[src/rtl/eth_pkg.sv]
// Shared types and constants for the MII receive path: FSM encoding, preamble/SFD
// nibbles, CRC-32 parameters and frame length limits.
package eth_pkg;

   typedef enum logic [2:0] {
      ST_IDLE,
      ST_PREAMBLE,
      ST_HEADER,
      ST_DATA,
      ST_DROP
   } rx_state_t;

   localparam logic [3:0]  PRE_NIB      = 4'h5;
   localparam logic [3:0]  SFD_NIB      = 4'hD;
   localparam logic [31:0] CRC_POLY     = 32'h04C11DB7;
   localparam logic [31:0] CRC_INIT     = 32'hFFFFFFFF;
   localparam logic [31:0] CRC_RESIDUE  = 32'hC704DD7B;
   localparam logic [10:0] FRAME_MIN    = 11'd64;
   localparam logic [10:0] FRAME_MAX    = 11'd1518;
   localparam logic [10:0] HDR_LAST     = 11'd13;
   localparam logic [11:0] DATA_LEN_MAX = 12'd1514;

   // Register kept in MSB-first form while data bits enter LSB-first, so a good
   // frame plus its FCS leaves the register equal to CRC_RESIDUE.
   function automatic logic [31:0] crc32_next(input logic [31:0] crc,
                                              input logic [7:0]  data);
      logic [31:0] c;
      c = crc;
      for (int i = 0; i < 8; i++) begin
         if (c[31] ^ data[i]) c = {c[30:0], 1'b0} ^ CRC_POLY;
         else                 c = {c[30:0], 1'b0};
      end
      return c;
   endfunction

endpackage

[src/rtl/eth_mac_rx_crc32_d8.sv]
// Byte-wide CRC-32 accumulator: combinational next value, registered state.
// Instantiated by eth_mac_rx only when RX_CRC_CHECK_EN is defined.
module crc32_d8
   import eth_pkg::*;
(
   input  logic        mii_rx_clk,
   input  logic        rst_n,
   input  logic        init,
   input  logic        en,
   input  logic [7:0]  data,
   output logic [31:0] crc
);

   always_ff @(posedge mii_rx_clk or negedge rst_n) begin
      if (!rst_n)    crc <= '0;
      else if (init) crc <= CRC_INIT;
      else if (en)   crc <= crc32_next(crc, data);
   end

endmodule

[src/rtl/eth_mac_rx.sv]
// MII receive MAC: preamble/SFD detect, header capture, FCS-stripping payload stream
// and frame status. Define RX_CRC_CHECK_EN to add CRC-32 checking to frame_ok.
//
// state       | meaning
// ST_IDLE     | waiting for dv with a preamble nibble
// ST_PREAMBLE | counting 0x5 nibbles until SFD
// ST_HEADER   | assembling the 14 header bytes
// ST_DATA     | payload through 4-byte delay line (drops FCS)
// ST_DROP     | discard until dv low (also the post-reset state)
module eth_mac_rx
   import eth_pkg::*;
(
   input  logic        mii_rx_clk,
   input  logic        rst_n,
   input  logic        mii_rx_dv,
   input  logic        mii_rx_er,
   input  logic [3:0]  mii_rx_da,
   output logic [47:0] des_mac,
   output logic [47:0] src_mac,
   output logic [15:0] len_type,
   output logic [7:0]  data_out,
   output logic        data_valid,
   output logic        frame_start,
   output logic        frame_done,
   output logic        frame_ok,
   output logic [11:0] data_len
);

   rx_state_t   state, state_nxt;
   logic        quiet;
   logic        nib_phase;
   logic [3:0]  lo_nib;
   logic [10:0] byte_cnt;
   logic [31:0] dline;
   logic [2:0]  fill;
   logic [7:0]  byte_val;
   logic        in_frame, byte_done, len_ok, crc_ok;
   logic        sfd_hit, pre_start, done_nxt, ok_nxt;

   assign in_frame  = (state == ST_HEADER) || (state == ST_DATA);
   assign byte_val  = {mii_rx_da, lo_nib};
   assign byte_done = in_frame && mii_rx_dv && !mii_rx_er && nib_phase;
   assign len_ok    = (byte_cnt >= FRAME_MIN) && (byte_cnt <= FRAME_MAX);

`ifdef RX_CRC_CHECK_EN
   logic [31:0] crc;

   crc32_d8 u_crc (
      .mii_rx_clk (mii_rx_clk),
      .rst_n      (rst_n),
      .init       (sfd_hit),
      .en         (byte_done),
      .data       (byte_val),
      .crc        (crc)
   );

   assign crc_ok = (crc == CRC_RESIDUE);
`else
   assign crc_ok = 1'b1;
`endif

   // quiet marks the post-reset DROP, which must finish without a frame_done
   always_ff @(posedge mii_rx_clk or negedge rst_n) begin
      if (!rst_n) begin
         state <= ST_DROP;
         quiet <= 1'b1;
      end else begin
         state <= state_nxt;
         if (state == ST_DROP && !mii_rx_dv) quiet <= 1'b0;
      end
   end

   always_comb begin
      state_nxt = state;
      sfd_hit   = 1'b0;
      pre_start = 1'b0;
      done_nxt  = 1'b0;
      ok_nxt    = 1'b0;
      case (state)
         ST_IDLE: begin
            if (mii_rx_dv && mii_rx_da == PRE_NIB) begin
               state_nxt = ST_PREAMBLE;
               pre_start = 1'b1;
            end
         end
         ST_PREAMBLE: begin
            if (!mii_rx_dv) begin
               state_nxt = ST_IDLE;
               done_nxt  = 1'b1;
            end else if (mii_rx_er) begin
               state_nxt = ST_DROP;
            end else if (mii_rx_da == SFD_NIB) begin
               state_nxt = ST_HEADER;
               sfd_hit   = 1'b1;
            end else if (mii_rx_da != PRE_NIB) begin
               state_nxt = ST_DROP;
            end
         end
         ST_HEADER: begin
            if (!mii_rx_dv) begin
               state_nxt = ST_IDLE;
               done_nxt  = 1'b1;
            end else if (mii_rx_er) begin
               state_nxt = ST_DROP;
            end else if (byte_done && byte_cnt == HDR_LAST) begin
               state_nxt = ST_DATA;
            end
         end
         ST_DATA: begin
            if (!mii_rx_dv) begin
               state_nxt = ST_IDLE;
               done_nxt  = 1'b1;
               ok_nxt    = !mii_rx_er && !nib_phase && len_ok && crc_ok;
            end else if (mii_rx_er) begin
               state_nxt = ST_DROP;
            end
         end
         ST_DROP: begin
            if (!mii_rx_dv) begin
               state_nxt = ST_IDLE;
               done_nxt  = !quiet;
            end
         end
         default: state_nxt = ST_IDLE;
      endcase
   end

   always_ff @(posedge mii_rx_clk or negedge rst_n) begin
      if (!rst_n) begin
         des_mac     <= '0;
         src_mac     <= '0;
         len_type    <= '0;
         data_out    <= '0;
         data_valid  <= 1'b0;
         frame_start <= 1'b0;
         frame_done  <= 1'b0;
         frame_ok    <= 1'b0;
         data_len    <= '0;
         nib_phase   <= 1'b0;
         lo_nib      <= '0;
         byte_cnt    <= '0;
         dline       <= '0;
         fill        <= '0;
      end else begin
         frame_start <= sfd_hit;
         frame_done  <= done_nxt;
         data_valid  <= 1'b0;
         if (done_nxt)  frame_ok <= ok_nxt;
         if (pre_start) data_len <= '0;
         if (sfd_hit) begin
            nib_phase <= 1'b0;
            byte_cnt  <= '0;
            fill      <= '0;
            data_len  <= '0;
         end else if (in_frame && mii_rx_dv && !mii_rx_er) begin
            nib_phase <= ~nib_phase;
            if (!nib_phase) lo_nib <= mii_rx_da;
            if (byte_done) begin
               // saturate one past the max so oversize frames stay flagged
               if (byte_cnt <= FRAME_MAX) byte_cnt <= byte_cnt + 11'd1;
               if (state == ST_HEADER) begin
                  if (byte_cnt < 11'd6)       des_mac  <= {des_mac[39:0], byte_val};
                  else if (byte_cnt < 11'd12) src_mac  <= {src_mac[39:0], byte_val};
                  else                        len_type <= {len_type[7:0], byte_val};
               end else begin
                  dline <= {dline[23:0], byte_val};
                  if (fill == 3'd4) begin
                     data_out   <= dline[31:24];
                     data_valid <= 1'b1;
                     if (data_len != DATA_LEN_MAX) data_len <= data_len + 12'd1;
                  end else begin
                     fill <= fill + 3'd1;
                  end
               end
            end
         end
      end
   end

endmodule

[config.mk]
export PLATFORM = sky130hd
export DESIGN_NAME = eth_mac_rx
export DESIGN_NICKNAME = d
export VERILOG_FILES = /design/src/rtl/eth_pkg.sv /design/src/rtl/eth_mac_rx_crc32_d8.sv /design/src/rtl/eth_mac_rx.sv
export SDC_FILE = /design/constraint.sdc
export NUM_CORES = 1
export LEC_CHECK = 0
export ABC_AREA = 1
export BUFFER_PORTS_ARGS = -buffer_cell sky130_fd_sc_hd__buf_4
export CAP_MARGIN = 5
export CELL_PAD_IN_SITES_DETAIL_PLACEMENT = 0
export CELL_PAD_IN_SITES_GLOBAL_PLACEMENT = 2
export CORE_MARGIN = 2
export CORE_UTILIZATION = 33
export CTS_BUF_LIST = sky130_fd_sc_hd__clkbuf_16
export DETAILED_ROUTE_END_ITERATION = 7
export PLACE_DENSITY_LB_ADDON = 0.12
export SLEW_MARGIN = 20
export SYNTH_ARGS = -nofsm -noshare
export SYNTH_HDL_FRONTEND = slang
export SYNTH_HIERARCHICAL = 1
export SYNTH_SLANG_ARGS = --single-unit
export TNS_END_PERCENT = 50
[constraint.sdc]
create_clock -name mii_rx_clk -period 2.1 [get_ports mii_rx_clk]
set_clock_uncertainty 0.15 [all_clocks]
set_input_delay 0.42 -clock mii_rx_clk [delete_from_list [all_inputs] [get_ports mii_rx_clk]]
set_output_delay 0.42 -clock mii_rx_clk [all_outputs]
set_load 0.02 [all_outputs]
* Word-level counts from Yosys, hierarchy flattened
Index checks and enable logic that the tools add are counted.
** Word-level totals
- Register bits :: 191
** Operators by class
- $add $sub $neg :: 3
- Magnitude comparators :: 4
- Equality and inequality tests :: 17
- Muxes and demuxes :: 46
- Bitwise operators :: 5
- Reduce and logical (&&, ||, !) cells :: 28
** Operators with widths (number)
- two-way mux 12 bit :: 7
- two-way mux 3 bit :: 16
- two-way mux 11 bit :: 4
- two-way mux 1 bit :: 17
- one-hot mux 3 bit (5 select lines) :: 1
- AND reduction 5 bit :: 3
- adder 12 x 1 -> 12 bit, second input constant :: 1
- inequality test 12 x 11 -> 1 bit, second input constant :: 1
- AND reduction 6 bit :: 2
- adder 11 x 1 -> 11 bit, second input constant :: 1
- == test 11 x 4 -> 1 bit, second input constant :: 1
- greater-or-equal comparator 11 x 7 -> 1 bit, second input constant :: 1
- <= comparator 11 bit, second input constant :: 1
- < comparator 11 x 3 -> 1 bit, second input constant :: 1
- < comparator 11 x 4 -> 1 bit, second input constant :: 1
- logical AND 1 bit :: 9
- inequality test 2 bit, second input constant :: 4
- inequality test 4 x 3 -> 1 bit, second input constant :: 2
- AND reduction 4 bit :: 2
- == test 3 x 2 -> 1 bit, second input constant :: 2
- == test 3 bit, second input constant :: 2
- AND reduction 3 bit :: 2
- nonzero test 2 bit :: 3
- inequality test 5 bit, second input constant :: 1
- other kinds (11) :: 18

* Logic depth before layout (Yosys ltp)
Gate-level depths: netlist of the first run.
- Depth in word-level cells :: 11
- Depth in mapped cells :: 11
- Mapped depth without buffers :: 11

* Least setup slack after synthesis of the first run
No wires, ideal clock.
- Path type :: in2reg
- From :: input port mii_rx_dv
- To :: register src_mac[27]
- Arrival :: 1599 ps
- Path slack :: 234 ps
- Stages on the path :: 10
- Path through :: buf_2 > nand2_1 > nor2_2 > nand2_1 > nor3_2 > nand2_1 > buf_4 > buf_6 > nand2_1 > nand2_1
** Between the ends
- Word-level cells in the longest chain between the ends :: 4
- Elaborated cells between the ends (all ways) :: 7
- Those cells by class :: mux: 2; bitwise: 1; reduce/logical: 4
** Ends and longest elaborated chain
- start: declaration :: line eth_mac_rx.sv:15 : input logic mii_rx_dv,
- two-way mux 1 bit / logical AND 1 bit (equally long branches) :: line eth_mac_rx.sv:87, eth_mac_rx.sv:42, eth_mac_rx.sv:155
- two-way mux 1 bit / logical AND 1 bit (equally long branches) :: line eth_mac_rx.sv:79, eth_mac_rx.sv:42, eth_mac_rx.sv:155
- NOT 1 bit (no line) / logical AND 1 bit (equally long branches)
- AND reduction 6 bit (no line) *
- end signal: assignment :: line eth_mac_rx.sv:163 : else if (byte_cnt < 11'd12) src_mac <= {src_mac[39:0], byte_val};
- end: declaration :: line eth_mac_rx.sv:19 : output logic [47:0] src_mac,
Mark *: on every way between the ends. The rest lies on a longest branch, timed or not.
A chain may end at the register's enable or synchronous reset.

* Worst setup path in the final report of the first run
- From :: register state[2]
- To :: register data_len[8]
** Between the ends
- Word-level cells in the longest chain between the ends :: 9
- Elaborated cells between the ends (all ways) :: 17
- Those cells by class :: eq/ne: 3; mux: 9; reduce/logical: 5
** Ends and longest elaborated chain
- start: declaration :: line eth_mac_rx.sv:29 : rx_state_t state, state_nxt;
- start signal: assignment :: line eth_mac_rx.sv:68 : state <= state_nxt;
- logical NOT 3 bit :: line eth_mac_rx.sv:79 : case (state)
- two-way mux 1 bit :: line eth_mac_rx.sv:79
- two-way mux 12 bit :: line eth_mac_rx.sv:149 : if (pre_start) data_len <= '0;
- two-way mux 12 bit :: line eth_mac_rx.sv:170 : if (data_len != DATA_LEN_MAX) data_len <= data_len + 12'd1;
- two-way mux 12 bit :: line eth_mac_rx.sv:167 : if (fill == 3'd4) begin
- two-way mux 12 bit :: line eth_mac_rx.sv:161 : if (state == ST_HEADER) begin
- two-way mux 12 bit :: line eth_mac_rx.sv:158 : if (byte_done) begin
- two-way mux 12 bit :: line eth_mac_rx.sv:155 : end else if (in_frame && mii_rx_dv && !mii_rx_er) begin
- two-way mux 12 bit * :: line eth_mac_rx.sv:150 : if (sfd_hit) begin
- end signal: assignment :: line eth_mac_rx.sv:170
- end: declaration :: line eth_mac_rx.sv:26 : output logic [11:0] data_len
Marked as above.

==> run metrics, run 1 <==
post-synthesis mux area share 0; Layout area overhead 27.6%; cell count after synthesis 996; total CTS buffers 17; endpoints failing hold 0; Initial Utilization 0.334; clk_lat worst skew 0.43 ns; fmax 519 MHz; Die ar. 0.0265 mm^2; Max Fanout on Critical Path 6; Via density 4.49; DRC viols 0; dpl hpwl 14,900 um; I/O Buffers 143; CTS tree built; DR iter-0 viols 453; VDD IR max 0.396 mV; RR Startpoint state[2]$_DFFE_PN1P_; Die Height 163 um; Filler Cell Count 2,594; critical path class flip-flop to flip-flop; clock slew at reported path FFs 0.07 ns; top post-synthesis cells by area dfrtp_1 (57%), nand2_1 (17%), nand3_1 (5.9%); ant diodes 0; Setup crit start state[2]$_DFFE_PN1P_; drt pass-1 iters 5; power per cell area 746 mW/mm^2; Startpoint Class flip-flop; Post-Synth XOR/XNOR Area 0.00631; Syn Area/Cell 8.36 um^2; status completed; largest family of logic cells by synthesized area simple AND/OR/NAND/NOR gates; Yosys reg bits 191; clock buffer depth 2; setup violators final 0; Placeable Area 0.0250 mm^2; Synth Area in Simple Gates 0.288; DR vias 6,743; CTS sink count 191; share of Yosys cell area claimed by the top area cell type 0.568; FP Rows 58; Critical Path RT 2.30 ns; leading post-synthesis cells by instance count nand2_1 (378), dfrtp_1 (189), nand3_1 (99); root buffer cell clkbuf_16; Setup Buffers After CTS 0; Slew HR 0.687; compound-cell area share of the yosys netlist 0.0584; worst slew pin tran 0.470 ns; initial antenna violation count 0; Mapped Area 0.00833 mm^2; pin count of the biggest net entering global routing 97; maxcap violations 0; Post-synth ARST share 1.00; P_leak 5.73 nW; sequential fraction of the synthesis area 0.574; Min Hold Slack 0.0802 ns; antenna-violating nets left 0; critical path endpoint category flip-flop; Worst EP arrival 2.13 ns; Post-Route Setup TNS 0 ns; area of the multi-input gates 0.00305 mm^2; fin nets 1,175; FF+latch area 0.00478 mm^2; Ports 144; Adder-Cell Fraction of Synth Area 0.0105; WL/cell 14.3 um; Netlist cell types 31; Synth Warn # 6; vias in the first global route 6,748; Design Power 7.93 mW; HP Class primary input to flip-flop; chip width 163 um; Mapped Nets 1,011; H-tree depth 4; Final min period 1.93 ns; pins over their slew limit 0; grt ovf 0; most common cell in the synthesized netlist nand2_1; share of layout cells above drive strength 1 0.204; worst hold start mii_rx_da[1]; all-layer global routing usage 0.169; first-pass GRT wire length 35,700 um; Routed WL 21,500 um; Synth area leader dfrtp_1; RSZ-0062 raised after global routing false; Final GP Congestion 0.779; crit share post-route 0.918; Top FF cell, synth dfrtp_1; number of synthesized flops with an enable pin 0
==> layer usage <==
metal	global-route usage	wire, um	share of wire
met5	0	0	0
met4	0.0398	189	0.0088
met3	0.0290	787	0.037
met2	0.269	10100	0.47
met1	0.241	10500	0.49
==> cells in the final DEF (no fill, tap or decap), types with 2 or more instances in the layout <==
| cell type | count |
|---|---|
| nand2_1 | 378 |
| dfrtp_1 | 189 |
| buf_4 | 176 |
| nand3_1 | 99 |
| inv_1 | 75 |
| nor2_1 | 66 |
| o21ai_0 | 64 |
| a21oi_1 | 26 |
| clkbuf_16 | 17 |
| nand4_1 | 11 |
| buf_12 | 8 |
| ha_1 | 7 |
| inv_2 | 6 |
| inv_6 | 5 |
| xor2_1 | 4 |
| nor3_1 | 4 |
| o21ai_1 | 4 |
| nor2_4 | 3 |
| nor2_2 | 3 |
| clkinv_8 | 3 |
| xnor2_1 | 2 |
| nand3_4 | 2 |
| nand3b_1 | 2 |
| clkinv_4 | 2 |
| inv_8 | 2 |
| dfstp_2 | 2 |
==> registers in the layout (all words and copies together) (netlist names) <==
| register | flops |
|---|---|
| byte_cnt | 11 |
| data_len | 12 |
| data_out | 8 |
| data_valid | 1 |
| des_mac | 48 |
| dline | 32 |
| fill | 3 |
| frame_done | 1 |
| frame_ok | 1 |
| frame_start | 1 |
| len_type | 16 |
| lo_nib | 4 |
| nib_phase | 1 |
| quiet | 1 |
| src_mac | 48 |
| state | 3 |
==> cell families after synthesis <==
kind of cell               after synthesis
xor gates and xnor gates                 6
and+or+nand+nor                        574
adders and majority gates                7
AOI/OAI and AO/OA                       96
DFF                                    191
buffers and inverters                  122
==> worst paths after layout <==
kind	slack, ns	to	cells past startpoint
worst max register to register	0.17	data_len[8]$_DFF_PN0_	8
worst min-delay path	0.08	src_mac[5]$_DFFE_PN0P_	3
min in group asynchronous	0.37	data_valid$_DFF_PN0_	2
max in group asynchronous	0.82	src_mac[1]$_DFFE_PN0P_	3
worst min register to register	0.30	quiet$_DFFE_PN1P_	2
worst max-delay path	0.17	data_len[8]$_DFF_PN0_	8
==> report_power, final <==
part,internal (mW),total (mW),leakage (nW),switching (mW)
logic,0.305,0.824,2.90,0.519
registers,3.83,3.94,2.55,0.109
clock network,1.58,3.16,0.283,1.58
==> critical path: stages (launching register included) <==
cell and delay (ns):
dfstp_2 0.58, nor2_1 0.08, nand2_1 0.09, nor2_1 0.04
nand2_1 0.23, nand2_1 0.23, inv_1 0.27, nand3_1 0.10
o21ai_0 0.08
==> through the flow <==
stage          worst slack (ns)   util  instance area [um^2]  instances
6_report                  0.172  0.426                 10600       1503
4_1_cts                   0.127  0.426                 10600       1503
3_5_place_dp             0.0941  0.402                 10000       1470
2_1_floorplan             0.234      -                  8330        996
3_3_place_gp              0.130  0.402                 10000       1470
5_1_grt                  0.0172  0.426                 10600       1503
==> timing repair <==
item                                    CTS  global route
endpoints found under the hold margin    45             0
hold buffers                              1             0
resized for setup                         0             3
endpoints found under the setup margin    0            27
==> cell type report <==
type                    count  area share
flip-flops and latches    191       0.450
multi-input cells         683       0.287
repair buffers            186       0.142
clock buffers              17      0.0400
well taps                 330      0.0388
inverters                  81      0.0288
clock inverters            15      0.0140
(Power assumes the default switching activity.)
==> run 2: changes to the inputs <==
--- a/config.mk
+++ b/config.mk
@@ -6,7 +6,7 @@
 export NUM_CORES = 1
 export LEC_CHECK = 0
 export ABC_AREA = 1
-export BUFFER_PORTS_ARGS = -buffer_cell sky130_fd_sc_hd__buf_4
+export BUFFER_PORTS_ARGS = -buffer_cell sky130_fd_sc_hd__buf_2
 export CAP_MARGIN = 5
 export CELL_PAD_IN_SITES_DETAIL_PLACEMENT = 0
 export CELL_PAD_IN_SITES_GLOBAL_PLACEMENT = 2
==> run 2 against run 1 <==
Compared with the run above: cell count down 0.27%; worst setup slack gained 0.053 ns; register-to-register slack improved by 0.05 ns; global-route usage grew 0.14 points; total power is 2.4% higher; hold slack improved by 0.016 ns; utilization down 1.2 points; critical path depth grew 2; fmax rose by 2.8%.
==> run metrics, run 2 (synthesis gave the netlist of run 1 again) <==
status completed; Top Registers des_mac (48), src_mac (48), dline (32); total CTS buffers 17; share of layout cells above drive strength 1 0.202; cell-internal power 5.90 mW; Sw Share 0.273; Logic pwr share 0.094; crit share post-route 0.893; critical path endpoint category flip-flop; most frequent cells in the layout nand2_1 (378), dfrtp_1 (189), buf_2 (142), nand3_1 (99), inv_1 (75); Final GP Congestion 0.764; Die Height 163 um; worst slew pin tran 0.538 ns; clk_lat worst skew 0.44 ns; Worst EP arrival 2.09 ns; vias in the first global route 6,641; Filler Cell Count 2,647; fin nets 1,171; clock buffer depth 2; DR vias 6,744; Post-Route Setup TNS 0 ns; Layout area overhead 23.9%; Sequential Power Share 0.485; maxcap violations 0; fmax 534 MHz; Reg2Reg Capture Point data_len[4]$_DFF_PN0_; FP Rows 58; reg-to-reg slack, setup 0.23 ns; chip width 163 um; WHS Path Cells 3; I/O Buffers 143; Min Hold Slack 0.0959 ns; dpl hpwl 14,900 um; Via density 4.50; RSZ-0062 raised after global routing false; FF+latch area 0.00478 mm^2; Die ar. 0.0265 mm^2; clock slew at reported path FFs 0.08 ns; worst hold start mii_rx_da[1]; critical path class flip-flop to flip-flop; area of the multi-input gates 0.00305 mm^2; Routed WL 21,700 um; first-pass GRT wire length 35,800 um; Reg2Reg Depth 10; ant diodes 0; most common cell after layout, fill and taps aside nand2_1; WL/cell 14.5 um; Setup Buffers After CTS 0; DR iter-0 viols 421; RR Startpoint data_len[0]$_DFF_PN0_; drt pass-1 iters 4; Startpoint Class flip-flop; antenna-violating nets left 0; Ports 144; Initial Utilization 0.334; root buffer cell clkbuf_16; Critical Path RT 2.32 ns; setup violators final 0; Slew HR 0.641; VDD IR max 0.422 mV; CTS sink count 191; Worst Hold Path EP src_mac[5]$_DFFE_PN0P_; grt ovf 0; H-tree depth 4; Clock Power Share 0.421; CTS tree built; Max Fanout on Critical Path 9; pins over their slew limit 0; HP Class primary input to flip-flop; P_sw 2.21 mW; P_leak 5.72 nW; power per cell area 786 mW/mm^2; Placeable Area 0.0250 mm^2; endpoints failing hold 0; pin count of the biggest net entering global routing 57; all-layer global routing usage 0.171; Final min period 1.87 ns; DRC viols 0; initial antenna violation count 0
run 2: cell types whose count changed in the layout (fill, tap and decap cells not counted), sizes merged:
cell      before  now
buf          184  180
bufinv         0    2
clkinvlp       1    0
inv           89   88
run 2: worst max path at each step:
| stage | cells after the start | startpoint | end |
|---|---|---|---|
| global placement | 10 | mii_rx_er | src_mac[31]$_DFFE_PN0P_ |
| global route | 9 | byte_cnt[10]$_DFFE_PN0P_ | src_mac[3]$_DFFE_PN0P_ |
| detailed placement | 9 | mii_rx_da[1] | data_len[8]$_DFF_PN0_ |
| CTS | 9 | byte_cnt[8]$_DFFE_PN0P_ | src_mac[3]$_DFFE_PN0P_ |
| floorplan | 10 | mii_rx_dv | src_mac[27]$_DFFE_PN0P_ |
| finish | 10 | data_len[0]$_DFF_PN0_ | data_len[4]$_DFF_PN0_ |
run 2: final cells by class:
| type | count | share of cell area |
|---|---|---|
| repair buffers | 182 | 0.111 |
| clock buffers | 17 | 0.0412 |
| flip-flops and latches | 191 | 0.463 |
| multi-input cells | 683 | 0.296 |
| well taps | 330 | 0.0400 |
| inverters | 81 | 0.0295 |
| clock inverters | 15 | 0.0193 |
run 2: repair_timing:
item / 4_1_cts / 5_1_grt
endpoints found under the setup margin: 0 / 29
hold endpoints to repair: 41 / 0
hold buffers: 1 / 0
gates resized for setup: 0 / 2
run 2: worst max-delay path: stages (launching register included):
cell and delay, ns:
dfrtp_1 0.42, inv_1 0.11, ha_1 0.19, nand2_1 0.06
nor2_1 0.09, nand3_1 0.13, nand2_1 0.32, inv_1 0.14
nand2_1 0.09, nand3_1 0.06, nand2_1 0.05
run 2: power by group through the flow:
stage          registers (mW)  logic, mW  clock network (mW)
2_1_floorplan            4.13      0.293                   0
3_3_place_gp             4.01      0.774                   0
3_5_place_dp             4.01      0.773                   0
4_1_cts                  3.94      0.777                3.52
5_1_grt                  3.96      0.866                3.69
6_report                 3.94      0.762                3.42
run 2: per-layer routing:
metal | wire, um | part of all wire | vias to the layer above | global-route usage
met4 | 208 | 0.0096 | 0 | 0.0451
met2 | 9840 | 0.45 | 106 | 0.265
met3 | 872 | 0.040 | 17 | 0.0367
met1 | 10800 | 0.50 | 3138 | 0.242
met5 | 0 | 0 | - | 0
li1 | - | - | 3483 | -
run 2: through the flow:
stage / instance area [um^2] / instances / setup slack (ns) / util / total power, mW
6_report: 10300 / 1499 / 0.226 / 0.413 / 8.12
2_1_floorplan: 8330 / 996 / 0.234 / - / 4.42
5_1_grt: 10300 / 1499 / 0.0319 / 0.413 / 8.52
3_5_place_dp: 9680 / 1466 / 0.101 / 0.388 / 4.79
3_3_place_gp: 9680 / 1466 / 0.137 / 0.388 / 4.78
4_1_cts: 10300 / 1499 / 0.142 / 0.413 / 8.24
==> run 3: changes to the inputs <==
--- a/config.mk
+++ b/config.mk
@@ -5,13 +5,12 @@
 export SDC_FILE = /design/constraint.sdc
 export NUM_CORES = 1
 export LEC_CHECK = 0
-export ABC_AREA = 1
 export BUFFER_PORTS_ARGS = -buffer_cell sky130_fd_sc_hd__buf_2
 export CAP_MARGIN = 5
 export CELL_PAD_IN_SITES_DETAIL_PLACEMENT = 0
 export CELL_PAD_IN_SITES_GLOBAL_PLACEMENT = 2
 export CORE_MARGIN = 2
-export CORE_UTILIZATION = 33
+export CORE_UTILIZATION = 38
 export CTS_BUF_LIST = sky130_fd_sc_hd__clkbuf_16
 export DETAILED_ROUTE_END_ITERATION = 7
 export PLACE_DENSITY_LB_ADDON = 0.12
==> run 3 against run 2 <==
Compared with the run above: critical path depth shrank 4; cell count down 31%; largest power group unchanged; via count shrank 25%; clock-buffer cell count is the same; utilization rose by 8.2 points; critical path type unchanged; non-clock buffer count is 21 higher; hold slack improved by 0.10 ns; synthesized area down 5.8%; worst setup slack got worse by 0.50 ns; the flow now finishes with violations (setup timing); first-iteration DRC count fell by 55%; wire length fell by 21%; critical endpoint is now des_mac[26]$_DFFE_PN0P_.
==> run metrics, run 3 <==
DRC viols 0; worst slew pin tran 0.550 ns; P_leak 5.47 nW; worst hold start mii_rx_dv; VDD IR max 0.499 mV; Max Fanout on Critical Path 48; final instance area 0.0100 mm^2; RR Startpoint byte_cnt[8]$_DFFE_PN0P_; Mapped Area 0.00785 mm^2; DR iter-0 viols 188; Post-Synth XOR/XNOR Area 0.0112; Mapped Nets 570; Placeable Area 0.0202 mm^2; total CTS buffers 17; WHS Path Cells 3; Post-synth ARST share 1.00; H-tree depth 4; RSZ-0062 raised after global routing true; grt ovf 0; most frequent cells in the layout dfrtp_1 (189), buf_2 (142), mux2_2 (138), buf_4 (46), nand2_1 (28); leading post-synthesis cells by instance count dfrtp_1 (189), mux2_2 (139), nand2_1 (29); crit share post-route 1.13; Synth area leader dfrtp_1; most common cell after layout, fill and taps aside dfrtp_1; Startpoint Class flip-flop; Reg2Reg Capture Point des_mac[26]$_DFFE_PN0P_; clock slew at reported path FFs 0.08 ns; initial antenna violation count 1; failing checks setup timing; Worst Hold Path EP frame_done$_DFF_PN0_; Final min period 2.37 ns; Slew HR 0.633; FP Rows 52; pin count of the biggest net entering global routing 59; endpoints failing hold 0; I/O Buffers 143; Area after DPL 0.00931 mm^2; first-pass GRT wire length 28,200 um; cell count after synthesis 555; Synth Area in Simple Gates 0.0679; Reg2Reg Depth 6; CP Buf/Inv Count 1; Routed WL 17,100 um; Via density 4.90; critical path cell sequence or4_4, nor2_4, nand3_1, or3b_4, buf_12, mux2_4; Final GP Congestion 0.770; fin nets 769; number of synthesized flops with an enable pin 0; delay-heaviest family, CP simple AND/OR/NAND/NOR gates; sequential fraction of the synthesis area 0.609; clk_lat worst skew 0.43 ns; WL/cell 16.5 um; root buffer cell clkbuf_16; clock buffer depth 2; pins over their slew limit 0; critical path endpoint category flip-flop; most common cell in the synthesized netlist dfrtp_1; power per cell area 694 mW/mm^2; all-layer global routing usage 0.164; Die Height 148 um; Die ar. 0.0218 mm^2; Synth Warn # 6; ant diodes 0; CTS tree built; Worst EP arrival 2.54 ns; Netlist cell types 50; chip width 148 um; Critical Path RT 2.26 ns; fmax 422 MHz; HP Class primary input to flip-flop; share of Yosys cell area claimed by the top area cell type 0.603; setup violators final 96; drt pass-1 iters 6; Layout area overhead 27.8%; vias in the first global route 5,172; top post-synthesis cells by area dfrtp_1 (60%), mux2_2 (20%), mux2_4 (3.8%); CTS sink count 191; status complete, but fails checks; DR vias 5,086; Top FF cell, synth dfrtp_1; slowest CP cell or4_4; Setup WS post-layout -0.271 ns; share of layout cells above drive strength 1 0.525; Initial Utilization 0.388; critical path class flip-flop to flip-flop; dpl hpwl 11,800 um; compound-cell area share of the yosys netlist 0.0333; Adder-Cell Fraction of Synth Area 0.0112; max incr delay on CP 0.54 ns; maxcap violations 0; Top Registers des_mac (48), src_mac (48), dline (32); post-layout util 0.496; Yosys reg bits 191; Syn Area/Cell 14.1 um^2; antenna-violating nets left 0; Ports 144; largest family of logic cells by synthesized area multiplexers; reg-to-reg slack, setup -0.27 ns; post-synthesis mux area share 0.245
==> run 3: worst max-delay path by stage <==
stage | start | end | slack, ns | depth (start not counted)
after floorplan | byte_cnt[6]$_DFFE_PN0P_ | des_mac[24]$_DFFE_PN0P_ | -0.27 | 7
after global routing | byte_cnt[8]$_DFFE_PN0P_ | des_mac[38]$_DFFE_PN0P_ | -0.33 | 6
after global placement | byte_cnt[8]$_DFFE_PN0P_ | des_mac[33]$_DFFE_PN0P_ | -0.24 | 6
after detailed placement | byte_cnt[8]$_DFFE_PN0P_ | des_mac[38]$_DFFE_PN0P_ | -0.26 | 6
final | byte_cnt[8]$_DFFE_PN0P_ | des_mac[26]$_DFFE_PN0P_ | -0.27 | 6
after CTS | byte_cnt[8]$_DFFE_PN0P_ | des_mac[38]$_DFFE_PN0P_ | -0.28 | 6
==> run 3: through the flow <==
step	setup WS, ns	total power [mW]	hold WS (ns)	cells	setup TNS (ns)
detailed placement	-0.255	3.93	0.283	998	-12.05
finish	-0.271	6.96	0.199	1037	-17.37
global placement	-0.239	3.92	0.281	998	-11.05
floorplan	-0.271	3.78	-0.0256	555	-10.66
CTS	-0.278	7.10	0.181	1036	-16.87
global route	-0.333	7.26	0.187	1037	-24.21
==> run 3: timing repair <==
| action | 4_1_cts | 5_1_grt |
|---|---|---|
| hold endpoints to repair | 50 | 0 |
| pin swaps | 1 | 1 |
| gates resized for setup | 3 | 8 |
| setup buffers | 2 | 1 |
| cloned | 3 | 0 |
| endpoints found under the setup margin | 101 | 132 |
| hold buffers | 1 | 0 |
==> run 3: final cells by class <==
cell class / count / area, um^2
clock inverter: 15 / 146
inverter: 14 / 52.6
clock buffer: 17 / 425
sequential: 191 / 4780
fill: 1787 / 10200
timing repair buffer: 203 / 1360
tap: 270 / 338
multi-input combinational: 327 / 2920
==> run 3: routing by layer <==
metal / global-route usage / vias up / routed length, um
met4: 0.0505 / 2 / 164
met5: 0 / - / 13
li1: - / 2383 / -
met3: 0.0395 / 17 / 793
met2: 0.260 / 125 / 8090
met1: 0.224 / 2559 / 8010
==> run 3: logic make-up (layout without fill, tap and decap cells) <==
family / count (synthesis) / in the layout
muxes: 165 / 165
xor gates and xnor gates: 10 / 10
AOI/OAI and AO/OA: 41 / 41
and+or+nand+nor: 104 / 104
DFF: 191 / 191
buffers and inverters: 37 / 249
adders and majority gates: 7 / 7
==> run 3: power breakdown <==
group,internal (mW),total [mW],switching (mW)
clock network,1.59,3.11,1.52
logic,0.0504,0.163,0.113
registers,3.68,3.69,0.00359
total,5.32,6.96,1.64
==> run 3: worst reg2reg max path, stage by stage, from the launching register on <==
cell     delay, ns
dfrtp_1       0.38
or4_4         0.54
nor2_4        0.10
nand3_1       0.10
or3b_4        0.41
buf_12        0.20
mux2_4        0.38
